--- config.mk ---
export PLATFORM = sky130hd
export DESIGN_NAME = vga_capture
export DESIGN_NICKNAME = d
export VERILOG_FILES = /design/src/rtl/vga_capture.sv
export SDC_FILE = /design/constraint.sdc
export NUM_CORES = 1
export LEC_CHECK = 0
export ABC_AREA = 1
export BUFFER_PORTS_ARGS = -buffer_cell sky130_fd_sc_hd__clkbuf_2
export CAP_MARGIN = 25
export CORE_ASPECT_RATIO = 1.5
export CORE_MARGIN = 5
export CORE_UTILIZATION = 58
export DETAILED_ROUTE_END_ITERATION = 10
export PLACE_DENSITY = 0.85
export SLEW_MARGIN = 5
export SYNTH_ARGS = -nofsm -noshare
export SYNTH_HDL_FRONTEND = slang
export SYNTH_SLANG_ARGS = --single-unit
--- constraint.sdc ---
create_clock -name clk -period 1.9 [get_ports clk]
set_clock_uncertainty 0.05 [all_clocks]
set_input_delay 0.095 -clock clk [delete_from_list [all_inputs] [get_ports clk]]
set_output_delay 0.095 -clock clk [all_outputs]
set_load 0.02 [all_outputs]
--- src/rtl/vga_capture.sv ---
// VGA receive side: samples sync/rgb on the pixel strobe, recovers line/frame
// counters, verifies timing and emits captured active pixels once locked.
module vga_capture #(
  parameter int unsigned H_TOTAL  = 800,
  parameter int unsigned V_TOTAL  = 525,
  parameter int unsigned H_ACTIVE = 640,
  parameter int unsigned V_ACTIVE = 480,
  parameter int unsigned H_START  = 145,
  parameter int unsigned V_START  = 34
) (
  input  logic        clk,
  input  logic        reset,
  input  logic        p_tick,
  input  logic        hsync,
  input  logic        vsync,
  input  logic [11:0] rgb,
  output logic        px_valid,
  output logic [9:0]  px_x,
  output logic [9:0]  px_y,
  output logic [11:0] px_rgb,
  output logic        frame_start,
  output logic        locked,
  output logic        timing_err
);

  localparam int unsigned CW = 10;
  localparam logic [CW-1:0] CNT_MAX = '1;
  localparam logic [CW-1:0] H_LAST  = CW'(H_TOTAL - 1);
  localparam logic [CW-1:0] V_LAST  = CW'(V_TOTAL - 1);
  localparam logic [CW-1:0] H_FIRST = CW'(H_START);
  localparam logic [CW-1:0] H_END   = CW'(H_START + H_ACTIVE - 1);
  localparam logic [CW-1:0] V_FIRST = CW'(V_START);
  localparam logic [CW-1:0] V_END   = CW'(V_START + V_ACTIVE - 1);

  typedef enum logic [1:0] {
    S_SEARCH  = 2'd0,
    S_MEASURE = 2'd1,
    S_LOCKED  = 2'd2
  } state_t;

  state_t          r_state;
  state_t          w_state_next;
  logic            r_hs;
  logic            r_vs;
  logic [11:0]     r_rgb;
  logic [CW-1:0]   r_hcnt;
  logic [CW-1:0]   r_vcnt;
  logic            r_vs_seen;

  logic            w_hs_fall;
  logic            w_vs_fall;
  logic            w_vzero;
  logic            w_line_err;
  logic            w_frame_err;
  logic            w_err;
  logic            w_h_act;
  logic            w_v_act;
  logic            w_capture;
  logic [CW-1:0]   w_x;
  logic [CW-1:0]   w_y;

  // Edge detection compares the stored sample with the one being taken now.
  assign w_hs_fall   = p_tick & r_hs & ~hsync;
  assign w_vs_fall   = p_tick & r_vs & ~vsync;
  // A vsync fall coincident with the hsync fall still zeroes the line count.
  assign w_vzero     = w_hs_fall & (r_vs_seen | w_vs_fall);
  assign w_line_err  = w_hs_fall & (r_state != S_SEARCH) & (r_hcnt != H_LAST);
  assign w_frame_err = w_vzero & (r_state != S_SEARCH) & (r_vcnt != V_LAST);
  assign w_err       = w_line_err | w_frame_err;

  assign w_h_act   = (r_hcnt >= H_FIRST) && (r_hcnt <= H_END);
  assign w_v_act   = (r_vcnt >= V_FIRST) && (r_vcnt <= V_END);
  assign w_capture = p_tick & (r_state == S_LOCKED) & ~w_err & w_h_act & w_v_act;
  assign w_x       = r_hcnt - H_FIRST;
  assign w_y       = r_vcnt - V_FIRST;

  // Lock state register.
  always_ff @(posedge clk or negedge reset) begin
    if (!reset) r_state <= S_SEARCH;
    else        r_state <= w_state_next;
  end

  // Lock next-state: two clean frame boundaries to lock, any failed check drops out.
  always_comb begin
    w_state_next = r_state;
    case (r_state)
      S_SEARCH:  if (w_vzero) w_state_next = S_MEASURE;
      S_MEASURE: begin
        if (w_err)        w_state_next = S_SEARCH;
        else if (w_vzero) w_state_next = S_LOCKED;
      end
      S_LOCKED:  if (w_err) w_state_next = S_SEARCH;
      default:   w_state_next = S_SEARCH;
    endcase
  end

  // Stage 1: sample sync and colour on the pixel strobe.
  always_ff @(posedge clk or negedge reset) begin
    if (!reset) begin
      r_hs  <= 1'b1;
      r_vs  <= 1'b1;
      r_rgb <= '0;
    end else if (p_tick) begin
      r_hs  <= hsync;
      r_vs  <= vsync;
      r_rgb <= rgb;
    end
  end

  // Saturating position counters and the vsync-seen flag.
  always_ff @(posedge clk or negedge reset) begin
    if (!reset) begin
      r_hcnt    <= '0;
      r_vcnt    <= '0;
      r_vs_seen <= 1'b0;
    end else if (p_tick) begin
      if (w_hs_fall) begin
        r_hcnt    <= '0;
        r_vs_seen <= 1'b0;
        if (r_vs_seen | w_vs_fall) r_vcnt <= '0;
        else if (r_vcnt != CNT_MAX) r_vcnt <= r_vcnt + CW'(1);
      end else begin
        if (r_hcnt != CNT_MAX) r_hcnt <= r_hcnt + CW'(1);
        if (w_vs_fall) r_vs_seen <= 1'b1;
      end
    end
  end

  // Stage 2: registered pixel, status and error outputs.
  always_ff @(posedge clk or negedge reset) begin
    if (!reset) begin
      px_valid    <= 1'b0;
      px_x        <= '0;
      px_y        <= '0;
      px_rgb      <= '0;
      frame_start <= 1'b0;
      locked      <= 1'b0;
      timing_err  <= 1'b0;
    end else begin
      px_valid    <= 1'b0;
      frame_start <= 1'b0;
      timing_err  <= w_err;
      locked      <= (w_state_next == S_LOCKED);
      if (w_capture) begin
        px_valid    <= 1'b1;
        px_x        <= w_x;
        px_y        <= w_y;
        px_rgb      <= r_rgb;
        frame_start <= (w_x == '0) && (w_y == '0);
      end
    end
  end

endmodule

==> run_results.csv <==
group,metric,value,unit
grt,grt_max_degree,74,
power_and_ir_drop,power.total,6.37,mW
run,max_cap_violations,0,
floorplan,ios,53,
yosys,ys_seq_area_frac,0.456,
routing,vias_per_cell,6.35,
timing,rsz0062_at_grt,"true",
floorplan,die-width,77.9,um
power_and_ir_drop,power_density,1190,nW/um^2
grt,grt_overflow,0,
power_and_ir_drop,leakagePower,2.73,nW
critical_path,crit_arrival,2360,ps
placement,gp_congestion,0.908,
clock_network,numClockSinks,73,
timing,fin_ws,-205,ps
routing,ant_nets,0,
timing,slew-limit-headroom,0.707,
yosys,synth_warnings,0,
timing,max_slew.worst_pin.slew,436,ps
critical_path,startpoint,"r_hcnt[0]",
clock_network,cts_buffer_depth,2,
routing,drt-initial-drc-count,680,
routing,num_vias,4469,
power_and_ir_drop,peakVddDrop,611,uV
yosys,synth_cell_types,33,
yosys,syn_area_per_cell,7.72,um^2
timing,drv_slew,0,
critical_path,crit_required,2150,ps
min_path,hold_path.class,"input port to register",
critical_path,path_class,"register to register",
floorplan,std_cell_rows,37,
yosys,synth.mux.area_fraction,0,
clock_network,cts_made_buffers,9,
yosys,synthCells,519,
final_layout,final_cells,704,
critical_path,r2r_start,"r_hcnt[0]",
final_layout,num-fill-cells,357,
run_status,status,"complete, but fails checks",
critical_path,worst-path-max-fanout,7,
placement,dp.cells,648,
placement,dp_hpwl,7040,um
timing,timing.final.crit_period,2110,ps
timing,setup_tns,-4200,ps
floorplan,core-area,6810,um^2
yosys,synth_top_family_by_area,"simple AND/OR/NAND/NOR gates",
critical_path,endpoint_kind,"register",
critical_path,cp-start-kind,"register",
final_layout,area_growth,33.1,%
routing,drc,0,
routing,wl,14900,um
floorplan,chipHeight,112,um
timing,final_hold_viol_count,0,
final_layout,layout-drive-gt1-share,0.304,
timing,fin_hold_ws,109,ps
yosys,syn_nets,546,
yosys,synth_xor_area_frac,0.0197,
grt,antenna_found_initial,0,
yosys,ys_ff_latch,73,
yosys,synth-simple-area-share,0.366,
min_path,hold_start,"p_tick",
routing,dr.pass1.iters,6,
yosys,synth-compound-area-share,0.0412,
timing,fmax,475,MHz
final_layout,nets,648,
yosys,synthAdderAreaFrac,0.0312,
clock_network,cts_tree,"built",
grt,grt_pass1_wl,18500,um
final_layout,num_antenna_cells,0,
timing,finalCritPeriodShare,1.11,
clock_network,clock_latency,370,ps
clock_network,clkTransAtPathRegs,90,ps
placement,io_buffer_count,52,
clock_network,root_buffer,"clkbuf_8",
clock_network,cts.htree.levels,3,
floorplan,die_area,8710,um^2
run_status,failed_checks,"negative setup slack",
routing,wl_per_cell,21.2,um
timing,finalSetupViolCount,34,
yosys,syn_area,4010,um^2
floorplan,start_util,0.589,
grt,grt_pass1_vias,3878,
grt,globalRouteTotalUtil,0.268,
==> path summary, 6_finish.rpt <==
path / cells after the start / end / slack (ps)
min in group asynchronous: 3 / px_y[4] / 210
hold reg to reg: 1 / r_state[0] / 430
setup / recovery: 11 / px_x[7] / -210
setup reg to reg: 11 / px_x[7] / -210
hold / removal: 4 / r_rgb[0] / 110
max in group asynchronous: 3 / r_vs / 1230
==> cell type report <==
| type | count | area (um^2) | area share |
|---|---|---|---|
| Sequential cell | 73 | 1830 | 0.344 |
| Clock buffer | 12 | 155 | 0.0291 |
| Inverter | 53 | 201 | 0.0378 |
| Tap cell | 78 | 97.6 | 0.0183 |
| Timing Repair Buffer | 108 | 882 | 0.165 |
| Multi-Input combinational cell | 376 | 2090 | 0.392 |
| Clock inverter | 4 | 75.1 | 0.0141 |
==> power by group <==
| part | internal, mW | switching [mW] |
|---|---|---|
| registers | 1.93 | 0.401 |
| logic | 0.928 | 1.63 |
| clock network | 0.812 | 0.659 |
==> critical path, cell delays in order, from the launching register on <==
cell and delay [ps]:
dfrtp_1 420, inv_2 140, ha_1 200, inv_1 70, nor3_2 110, nand2_1 70, nand2_1 80, nand3_2 100
nor2_4 180, buf_4 190, nand4_1 260, nand2_1 150
==> metrics by stage <==
step                      utilization  setup slack, ps  instance area (um^2)
after global placement          0.648             -107                  4410
after CTS                       0.725             9.65                  4930
after floorplan                     -              144                  4010
after global routing            0.784             -334                  5330
after detailed placement        0.648             -185                  4410
final                           0.784             -205                  5330
==> cell usage after synthesis <==
| cell | n | share of area |
|---|---|---|
| a21oi_1 | 8 | 0.010 |
| o21ai_0 | 11 | 0.014 |
| nand2_4 | 1 | 0.0028 |
| nand3_2 | 2 | 0.0050 |
| clkbuf_1 | 2 | 0.0019 |
| a21o_1 | 1 | 0.0019 |
| inv_2 | 8 | 0.0075 |
| buf_6 | 5 | 0.014 |
| xor2_1 | 8 | 0.017 |
| nand2_2 | 4 | 0.0062 |
| nand3_4 | 1 | 0.0044 |
| xnor2_1 | 1 | 0.0022 |
| nor2_2 | 1 | 0.0016 |
| dfrtp_1 | 71 | 0.44 |
| inv_1 | 45 | 0.042 |
| nand2_1 | 184 | 0.17 |
| o21ai_1 | 5 | 0.0062 |
| a31oi_1 | 1 | 0.0016 |
| ha_1 | 10 | 0.031 |
| nor3_1 | 12 | 0.015 |
| nand3_1 | 27 | 0.034 |
| nand4_1 | 39 | 0.061 |
| buf_4 | 4 | 0.0075 |
| nand3b_1 | 1 | 0.0019 |
| or2_2 | 2 | 0.0031 |
| o31ai_1 | 3 | 0.0056 |
| nor2_4 | 4 | 0.011 |
| dfstp_2 | 2 | 0.013 |
| nand4_4 | 1 | 0.0053 |
| a21oi_2 | 1 | 0.0022 |
| buf_2 | 10 | 0.012 |
| nor2_1 | 43 | 0.040 |
| nor3_2 | 1 | 0.0025 |
==> routing by layer <==
layer	wire (um)	vias to the layer above	global-route usage
li1	-	1882	-
met1	4860	2055	0.309
met2	7420	405	0.447
met3	1510	127	0.0550
met4	1150	0	0.165
met5	0	-	0
==> layout by cell type, fill, tap and decap left out, drive strengths merged, types with 8 or more instances in the layout <==
master	count
ha	10
nor2	48
inv	53
buf	38
nand4	40
dlygate4sd3	15
o21ai	16
nand2	189
a21oi	9
nor3	13
xor2	8
dfrtp	71
clkbuf	67
nand3	34
==> registers in the layout, summed over array words and instances, names as in the netlist <==
name / cells
px_y: 10
r_vs_seen: 1
frame_start: 1
px_rgb: 12
px_x: 10
r_vcnt: 10
r_state: 2
r_vs: 1
timing_err: 1
r_hcnt: 10
r_hs: 1
locked: 1
r_rgb: 12
px_valid: 1
==> logic make-up after synthesis <==
kind of cell / Yosys count
AOI/OAI and AO/OA: 30
and+or+nand+nor: 323
buffers and inverters: 74
adders and majority gates: 10
DFF: 73
xor gates and xnor gates: 9
==> timing repair <==
action	in CTS	in global routing
pin swaps	4	20
resized for setup	10	61
buffers inserted	6	12
hold buffers	15	0
setup endpoints to repair	34	48
hold endpoints to repair	85	0
gates cloned	3	5
(Power assumes the default switching activity.)
